File: src/rtl/clock_divider_pkg.sv
// Shared defaults and helpers for the multi-channel clock divider.
package clock_divider_pkg;

    localparam int DEF_CLK_FREQ_HZ = 50_000_000;
    localparam int DEF_CNT_W       = 32;
    localparam int DEF_HALF        = DEF_CLK_FREQ_HZ / 2;

    // Wide enough for any supported CNT_W; callers truncate back to their width.
    localparam int HALF_CALC_W = 64;

    typedef enum logic [1:0] {
        CH_IDLE,
        CH_SYNC,
        CH_WRAP,
        CH_COUNT
    } ch_event_e;

    function automatic logic [HALF_CALC_W-1:0] clamp_half(input logic [HALF_CALC_W-1:0] half);
        return (half == '0) ? HALF_CALC_W'(1) : half;
    endfunction

endpackage

File: src/rtl/clock_divider_channel.sv
// One divider channel: counter, active/shadow half-period, pending flag and
// registered clk_out/tick. Shadow value is applied only at a period boundary.
module clock_divider_channel
    import clock_divider_pkg::*;
#(
    parameter int               CNT_W        = DEF_CNT_W,
    parameter logic [CNT_W-1:0] DEFAULT_HALF = CNT_W'(DEF_HALF)
) (
    input  logic             CLOCK_50,
    input  logic             reset,
    input  logic             enable,
    input  logic             sync,
    input  logic             wr_en,
    input  logic [CNT_W-1:0] wr_half,
    output logic             clk_out,
    output logic             tick,
    output logic             pending
);

    localparam logic [HALF_CALC_W-1:0] RESET_HALF_WIDE = clamp_half(HALF_CALC_W'(DEFAULT_HALF));
    localparam logic [CNT_W-1:0]       RESET_HALF      = RESET_HALF_WIDE[CNT_W-1:0];

    logic [CNT_W-1:0]       cnt;
    logic [CNT_W-1:0]       half;
    logic [CNT_W-1:0]       shadow;
    logic [HALF_CALC_W-1:0] wr_half_wide;
    ch_event_e              ev;

    assign wr_half_wide = clamp_half(HALF_CALC_W'(wr_half));

    // Priority: disable, then sync, then wrap; a wrap is suppressed by either.
    always_comb begin
        ev = CH_COUNT;
        if (!enable) begin
            ev = CH_IDLE;
        end else if (sync) begin
            ev = CH_SYNC;
        end else if (cnt >= half - CNT_W'(1)) begin
            ev = CH_WRAP;
        end
    end

    always_ff @(posedge CLOCK_50 or posedge reset) begin
        if (reset) begin
            cnt     <= '0;
            half    <= RESET_HALF;
            shadow  <= RESET_HALF;
            pending <= 1'b0;
            clk_out <= 1'b0;
            tick    <= 1'b0;
        end else begin
            case (ev)
                CH_IDLE, CH_SYNC: begin
                    cnt     <= '0;
                    clk_out <= 1'b0;
                    tick    <= 1'b0;
                end
                CH_WRAP: begin
                    cnt     <= '0;
                    clk_out <= ~clk_out;
                    tick    <= 1'b1;
                end
                default: begin
                    cnt  <= cnt + CNT_W'(1);
                    tick <= 1'b0;
                end
            endcase

            if (pending && (ev != CH_COUNT)) begin
                half    <= shadow;
                pending <= 1'b0;
            end

            // Writes are only accepted while nothing is pending, so this never
            // collides with the shadow application above.
            if (wr_en) begin
                shadow  <= wr_half_wide[CNT_W-1:0];
                pending <= 1'b1;
            end
        end
    end

endmodule

File: src/rtl/clock_divider_multi.sv
// Multi-channel programmable clock divider: configuration handshake decode,
// out-of-range error strobe and NUM_CH independent divider channels.
module clock_divider_multi
    import clock_divider_pkg::*;
#(
    parameter int               CLK_FREQ_HZ  = DEF_CLK_FREQ_HZ,
    parameter int               NUM_CH       = 4,
    parameter int               CNT_W        = DEF_CNT_W,
    parameter logic [CNT_W-1:0] DEFAULT_HALF = CNT_W'(CLK_FREQ_HZ / 2),
    localparam int              CH_W         = (NUM_CH > 1) ? $clog2(NUM_CH) : 1
) (
    input  logic              CLOCK_50,
    input  logic              reset,
    input  logic [NUM_CH-1:0] ch_enable,
    input  logic              sync_all,
    input  logic              cfg_valid,
    output logic              cfg_ready,
    input  logic [CH_W-1:0]   cfg_ch,
    input  logic [CNT_W-1:0]  cfg_half,
    output logic              cfg_err,
    output logic [NUM_CH-1:0] clk_out,
    output logic [NUM_CH-1:0] tick
);

    localparam int             CH_SPAN  = 1 << CH_W;
    localparam logic [CH_W:0]  NUM_CH_L = (CH_W + 1)'(NUM_CH);

    logic [NUM_CH-1:0]  pending;
    logic [CH_SPAN-1:0] pending_span;
    logic               cfg_in_range;
    logic               cfg_accept;

    // Pad pending flags to the full cfg_ch code space so any code indexes safely.
    assign pending_span = CH_SPAN'(pending);
    assign cfg_in_range = {1'b0, cfg_ch} < NUM_CH_L;
    assign cfg_ready    = cfg_in_range ? ~pending_span[cfg_ch] : 1'b1;
    assign cfg_accept   = cfg_valid && cfg_ready;

    always_ff @(posedge CLOCK_50 or posedge reset) begin
        if (reset) begin
            cfg_err <= 1'b0;
        end else begin
            cfg_err <= cfg_accept && !cfg_in_range;
        end
    end

    for (genvar i = 0; i < NUM_CH; i++) begin : g_ch
        logic wr_en;

        assign wr_en = cfg_accept && cfg_in_range && (cfg_ch == CH_W'(i));

        clock_divider_channel #(
            .CNT_W        (CNT_W),
            .DEFAULT_HALF (DEFAULT_HALF)
        ) u_channel (
            .CLOCK_50 (CLOCK_50),
            .reset    (reset),
            .enable   (ch_enable[i]),
            .sync     (sync_all),
            .wr_en    (wr_en),
            .wr_half  (cfg_half),
            .clk_out  (clk_out[i]),
            .tick     (tick[i]),
            .pending  (pending[i])
        );
    end

endmodule

File: config.mk
export PLATFORM = sky130hd
export DESIGN_NAME = clock_divider_multi
export DESIGN_NICKNAME = d
export VERILOG_FILES = /design/src/rtl/clock_divider_pkg.sv /design/src/rtl/clock_divider_channel.sv /design/src/rtl/clock_divider_multi.sv
export SDC_FILE = /design/constraint.sdc
export NUM_CORES = 1
export LEC_CHECK = 0
export CAP_MARGIN = 40
export CORE_MARGIN = 4
export CORE_UTILIZATION = 49
export CTS_CLUSTER_DIAMETER = 30
export DETAILED_ROUTE_END_ITERATION = 12
export PLACE_DENSITY_LB_ADDON = 0.1
export REMOVE_ABC_BUFFERS = 1
export SLEW_MARGIN = 0
export SYNTH_ARGS = -nofsm -noshare
export SYNTH_HDL_FRONTEND = slang
export SYNTH_SLANG_ARGS = --single-unit
File: constraint.sdc
create_clock -name CLOCK_50 -period 20.6 [get_ports CLOCK_50]
set_input_delay 6.18 -clock CLOCK_50 [delete_from_list [all_inputs] [get_ports CLOCK_50]]
set_output_delay 6.18 -clock CLOCK_50 [all_outputs]
set_load 0.05 [all_outputs]
==> metrics.csv, run 1 <==
metric,value,unit
First-pass DRT Iterations,6,
Final Hold Viols,0,
"Cell Area, Synth",0.0213,mm^2
Die W,216,um
clk buf depth,3,
cell taking the most area after synthesis,dfrtp_1,
Die Footprint,0.0468,mm^2
vias post-DR,14452,
RSZ-0062 raised after global routing,no,
setup ws final,6.27,ns
H-tree depth,3,
Routed WL per cell,17.8,um
total chip power,3.23,mW
area share of the largest cell type after synthesis,0.353,
Max VDD drop,0.0823,mV
Final Non-Filler Cells,2682,
Setup Crit Path Kind,input port to output pin,
WP data required,14.42,ns
CP dominant cell by count,clkdlybuf4s50_1,
Most used DFF post-synth,dfrtp_1,
Mean Syn Cell Area,11.2,um^2
largest net degree at the start of global routing,120,
Die Span Y,216,um
post-route minimum period,14.33,ns
area delta synth->final,21.8,%
CP top delay family,buffers and inverters,
Synth area leaders,"dfrtp_1 35%, dfstp_2 12%, mux2_2 12%, ha_1 8.0%, xnor2_1 6.2%",
I/O pins,52,
Post-synth EDFFs,0,
row cnt,76,
Hold Crit Depth,1,
Worst EP arrival,8.15,ns
root buf cell,clkbuf_16,
TritonCTS clock tree,yes,
met3 usage,0.0561,
Hold Crit Class,flip-flop to flip-flop,
Crit Path Max Fanout,5,
GR Util met1,0.270,
Synth cell types,61,
CP Buf/Inv Count,3,
"top cells by count, synth","300 x dfrtp_1, 239 x nor2_1, 222 x mux2_2",
met2 Usage GRT,0.348,
placed insts,2496,
Setup Viol. Count Final,0,
gp weighted congestion,0.788,
CTS Buf Count,95,
All-Layer GR Usage,0.209,
reg2reg path depth,16,
post-route ant nets,0,
kind of start point of the critical path,input port,
most frequent cell after synthesis,dfrtp_1,
synth warn,0,
crit share post-route,0.696,
first-pass GRT wire length,78800,um
gr busiest metal,met2,
Yosys reg bits,396,
post-DP HPWL,33000,um
worst slack at placement,6.27,ns
final wirelength,47800,um
vias in the first global route,15117,
Leak,10.7,nW
layout cells sized above 1,0.271,
Power Density,125,mW/mm^2
IO buf count,50,
Synth async-reset ratio,1.00,
fmax,69.8,MHz
max_cap viols,0,
CP max stage cell,clkdlybuf4s50_1,
Crit path depth,4,
Initial Util,0.495,
critical path's largest stage delay,0.79,ns
Worst-Margin Slew,0.880,ns
Initial DRC Count,777,
Skew-Pair Late Insertion Delay,0.62,ns
DR vias/cell,5.39,
Slew Limit Fails,0,
"Seq/Total Area, Yosys",0.472,
skew final,0.0198,ns
Final nets,2186,
cts hold-fix bufs,0,
status,"finished, final reports clean",
total negative setup slack,0,ns
Rel. slew slack,0.409,
cell count after synthesis,1899,
"Reg clk slew, reported paths",0.05,ns
initial antenna violation count,1,
# fillers,3544,
gr ovfl total,0,
CP cell instances,clkdlybuf4s50_1 -> mux4_2 -> inv_1 -> clkdlybuf4s50_1,
drc violations,0,
core area,0.0430,mm^2
post-CTS setup buffer count,0,
"Gates resized, CTS repair",0,
Critical Path End Type,output pin,
TritonCTS Sinks,396,
-- per-stage QoR --
stage | hold slack, ns | area, um^2 | utilization
final | 0.483 | 25900 | 0.602
after global routing | 0.510 | 25900 | 0.602
after CTS | 0.490 | 25900 | 0.602
after detailed placement | 0.484 | 22500 | 0.524
after global placement | 0.467 | 22400 | 0.520
after floorplan | 0.446 | 21000 | -
-- path summary, 6_finish.rpt --
kind | slack, ns | to | startpoint
max | 6.27 | cfg_ready | cfg_ch[1]
min | 0.48 | g_ch[2].u_channel.cnt[0]$_DFF_PP0_ | g_ch[2].u_channel.cnt[0]$_DFF_PP0_
max reg2reg | 15.23 | g_ch[1].u_channel.cnt[3]$_DFF_PP0_ | g_ch[1].u_channel.half[0]$_DFFE_PP0P_
min reg2reg | 0.48 | g_ch[2].u_channel.cnt[0]$_DFF_PP0_ | g_ch[2].u_channel.cnt[0]$_DFF_PP0_
max in group asynchronous | 12.40 | g_ch[1].u_channel.half[4]$_DFFE_PP0P_ | reset
min in group asynchronous | 6.15 | g_ch[0].u_channel.cnt[24]$_DFF_PP0_ | reset
-- registers in the layout, indices dropped and copies added (netlist names) --
signal,count
g_ch.u_channel.tick,4
g_ch.u_channel.pending,4
g_ch.u_channel.half,128
g_ch.u_channel.cnt,128
g_ch.u_channel.shadow,128
g_ch.u_channel.clk_out,4
-- cell type report --
class / count / area, um^2 / area share
well taps: 585 / 732 / 0.0283
inverters: 35 / 139 / 0.00536
multi-input cells: 1410 / 10900 / 0.420
clock buffers: 121 / 2690 / 0.104
diodes: 6 / 15.0 / 0.000580
clock inverters: 59 / 678 / 0.0262
repair buffers: 70 / 746 / 0.0288
flip-flops and latches: 396 / 10000 / 0.387
-- power by group --
part           total (mW)  switching (mW)  internal [mW]
Sequential           1.16           0.172          0.989
Clock                1.53           0.472           1.06
Combinational       0.540           0.238          0.301
-- worst register-to-register path, cell delays in order, from the launching register on --
cell	delay, ns
dfrtp_1	0.42
inv_1	0.11
ha_1	0.19
or4b_1	0.50
or4_1	0.62
or2_2	0.39
nand2b_4	0.17
nor2_1	0.16
xnor2_1	0.08
ha_1	0.31
nand4_1	0.16
nor4_1	0.50
o211ai_1	0.17
a31oi_1	0.65
or3_1	0.50
buf_8	0.24
nor2_1	0.08
-- metal layers --
metal  vias up  wire length [um]
met3        89              2310
met1      7169             21400
met2       230             23200
met4         0               985
met5         -                 0
li1       6964                 -
-- kinds of logic after synthesis --
group                    after synthesis  share of synthesized area
AO/OA/AOI/OAI                        119                     0.0344
multiplexers                         253                      0.140
buffers and inverters                 93                     0.0198
AND/OR/NAND/NOR                      663                      0.156
adder cells (fa/ha/maj)              136                     0.0800
XOR/XNOR                             238                     0.0980
flip-flops                           396                      0.472
other                                  1                   0.000176
-- layout by cell type, fill, tap and decap left out, types with 16 or more instances in the layout --
| cell | netlist | layout |
|---|---|---|
| a21oi_1 | 54 | 54 |
| and3_1 | 21 | 21 |
| clkbuf_16 | 0 | 99 |
| clkdlybuf4s50_1 | 0 | 50 |
| clkinvlp_4 | 0 | 16 |
| dfrtp_1 | 300 | 300 |
| dfstp_2 | 96 | 96 |
| ha_1 | 136 | 136 |
| inv_1 | 35 | 34 |
| mux2_2 | 222 | 222 |
| mux2_4 | 30 | 30 |
| nand2_1 | 90 | 90 |
| nand3_1 | 65 | 65 |
| nand4_1 | 44 | 44 |
| nor2_1 | 239 | 239 |
| nor3_1 | 68 | 66 |
| nor4_1 | 29 | 29 |
| o21ai_0 | 28 | 28 |
| or3_1 | 22 | 22 |
| xnor2_1 | 150 | 150 |
| xor2_1 | 88 | 88 |
(Power assumes the default switching activity.)
==> run 2: changes to the inputs <==
==> constraint.sdc (replaced) <==
create_clock -name CLOCK_50 -period 13.45 [get_ports CLOCK_50]
set_input_delay 4.035 -clock CLOCK_50 [delete_from_list [all_inputs] [get_ports CLOCK_50]]
set_output_delay 4.035 -clock CLOCK_50 [all_outputs]
set_load 0.05 [all_outputs]
==> run 2 against run 1 <==
- worst hold slack worse by 0.0027 ns
- clock skew fell by 0.0026 ns
- sequential power is 53% higher
- global-route usage shrank 0.23 points
- setup slack worse by 2.9 ns
- sequential share of layout area shrank 0.13 points
- sequential cell count stayed put
- power increased by 57%
- core utilization rose by 0.21 points
==> metrics.csv, run 2 (synthesis results as in run 1) <==
metric,value,unit,change
status,"finished, final reports clean",,
Ant. Diodes,0,,-6
Final nets,2180,,-0.27%
kind of start point of the critical path,input port,,
Rel. slew slack,0.408,,-0.000586
Die Footprint,0.0468,mm^2,unchanged
Worst EP arrival,6.04,ns,-2.11 ns
"Reg clk slew, reported paths",0.04,ns,about the same
post-route minimum period,10.07,ns,
layout cells sized above 1,0.269,,-0.00171
fmax,99.3,MHz,
total chip power,5.07,mW,+57%
CTS Buf Count,92,,-3.2%
Routed WL per cell,17.7,um,-0.71%
Die W,216,um,unchanged
cts hold-fix bufs,0,,unchanged
"Gates resized, CTS repair",0,,unchanged
I/O pins,52,,unchanged
H-tree depth,3,,unchanged
All-Layer GR Usage,0.207,,-0.00226
"commonest non-fill, non-tap cell in the layout",dfrtp_1,,
core area,0.0430,mm^2,unchanged
Initial DRC Count,761,,-2.1%
vias post-DR,14554,,+0.71%
DR vias/cell,5.46,,+1.3%
critical path's largest stage delay,0.80,ns,about the same
# fillers,3604,,+1.7%
area post-placement,0.0225,mm^2,-0.11%
first-pass GRT wire length,78100,um,-0.93%
sequential cell area,0.0100,mm^2,unchanged
placed insts,2493,,-0.12%
"commonest non-fill, non-tap cells in the layout","300 x dfrtp_1, 239 x nor2_1, 222 x mux2_2",,
skew final,0.0172,ns,-0.00261 ns
largest net degree at the start of global routing,175,,+46%
reg2reg path depth,16,,unchanged
Worst R2R Setup Slack,8.11,ns,-7.12 ns
RSZ-0062 raised after global routing,no,,
worst slack at placement,3.38,ns,-2.89 ns
Skew-Pair Late Insertion Delay,0.60,ns,-0.02 ns
crit share post-route,0.749,,
CP Launch Point,cfg_ch[1],,
Critical Path End Type,output pin,,
Final Non-Filler Cells,2667,,-0.56%
Max VDD drop,0.157,mV,+90%
Initial Util,0.495,,unchanged
gp weighted congestion,0.783,,-0.63%
IO buf count,50,,unchanged
crit path to,cfg_ready,,
design area,0.0260,mm^2,+0.35%
root buf cell,clkbuf_16,,
multi-input combinational cell area,0.0109,mm^2,unchanged
CP dominant cell by count,clkdlybuf4s50_1,,
Setup Crit Path Kind,input port to output pin,,
First-pass DRT Iterations,5,,-1
TritonCTS Sinks,396,,unchanged
CP max stage cell,clkdlybuf4s50_1,,
drc violations,0,,unchanged
post-DP HPWL,32500,um,-1.5%
TritonCTS clock tree,yes,,
WP data required,9.41,ns,-5.01 ns
Worst R2R Start,g_ch[1].u_channel.half[0]$_DFFE_PP0P_,,
post-route ant nets,0,,unchanged
final wirelength,47200,um,-1.3%
Power Density,195,mW/mm^2,+56%
row cnt,76,,unchanged
setup ws final,3.38,ns,-2.89 ns
initial antenna violation count,1,,unchanged
CP cell instances,clkdlybuf4s50_1 -> mux4_2 -> inv_1 -> clkdlybuf4s50_1,,
Regs by FF count,"g_ch.u_channel.cnt x128, g_ch.u_channel.half x128, g_ch.u_channel.shadow x128",,
Setup Viol. Count Final,0,,unchanged
post-CTS setup buffer count,0,,unchanged
Crit Path Max Fanout,5,,unchanged
r2r endpoint,g_ch[1].u_channel.cnt[3]$_DFF_PP0_,,
vias in the first global route,14991,,-0.83%
Slew Limit Fails,0,,unchanged
Hold Crit Class,flip-flop to flip-flop,,
Leak,10.8,nW,+0.62%
max_cap viols,0,,unchanged
gr ovfl total,0,,unchanged
Worst-Margin Slew,0.888,ns,+0.00765 ns
Final Hold Viols,0,,unchanged
clk buf depth,3,,unchanged
Die Span Y,216,um,unchanged
area delta synth->final,22.2,%,
## run 2: how the worst min path moves through the flow
| stage | from | slack (ns) | depth (start not counted) | end |
|---|---|---|---|---|
| after global placement | g_ch[2].u_channel.cnt[0]$_DFF_PP0_ | 0.47 | 1 | g_ch[2].u_channel.cnt[0]$_DFF_PP0_ |
| after CTS | g_ch[3].u_channel.shadow[0]$_DFFE_PP0P_ | 0.49 | 2 | g_ch[3].u_channel.shadow[0]$_DFFE_PP0P_ |
| final | g_ch[3].u_channel.shadow[0]$_DFFE_PP0P_ | 0.48 | 2 | g_ch[3].u_channel.shadow[0]$_DFFE_PP0P_ |
| after detailed placement | g_ch[3].u_channel.shadow[0]$_DFFE_PP0P_ | 0.48 | 2 | g_ch[3].u_channel.shadow[0]$_DFFE_PP0P_ |
| after global routing | g_ch[0].u_channel.shadow[28]$_DFFE_PP0P_ | 0.50 | 1 | g_ch[0].u_channel.half[28]$_DFFE_PP0P_ |
| after floorplan | g_ch[3].u_channel.shadow[0]$_DFFE_PP0P_ | 0.45 | 2 | g_ch[3].u_channel.shadow[0]$_DFFE_PP0P_ |
## run 2: cell type report
| class | instances | share of cell area |
|---|---|---|
| clock buffers | 117 | 0.101 |
| clock inverters | 57 | 0.0338 |
| inverters | 35 | 0.00535 |
| multi-input cells | 1410 | 0.418 |
| flip-flops and latches | 396 | 0.386 |
| well taps | 585 | 0.0282 |
| repair buffers | 67 | 0.0277 |
## run 2: critical path: cells and delay by family
kind / cells / cell delay, ns
buf+inv: 3 / 1.47
mux: 1 / 0.53
## run 2: routing by layer
metal	GRT usage	wire [um]
met3	0.0517	2420
met4	0.0570	908
met1	0.268	20800
met2	0.348	23100
met5	0	0
## run 2: where the power goes
part           leakage [nW]  internal [mW]  total (mW)  switching, mW
clock network          1.69           1.76        2.47          0.713
registers              4.87           1.51        1.78          0.262
logic                  4.21          0.461       0.825          0.364
## run 2: metrics by stage
step | hold WS, ns | utilization | setup TNS, ns
floorplan | 0.446 | - | -431.15
global placement | 0.474 | 0.521 | 0
detailed placement | 0.477 | 0.523 | 0
CTS | 0.487 | 0.604 | 0
global route | 0.504 | 0.604 | 0
finish | 0.481 | 0.604 | 0
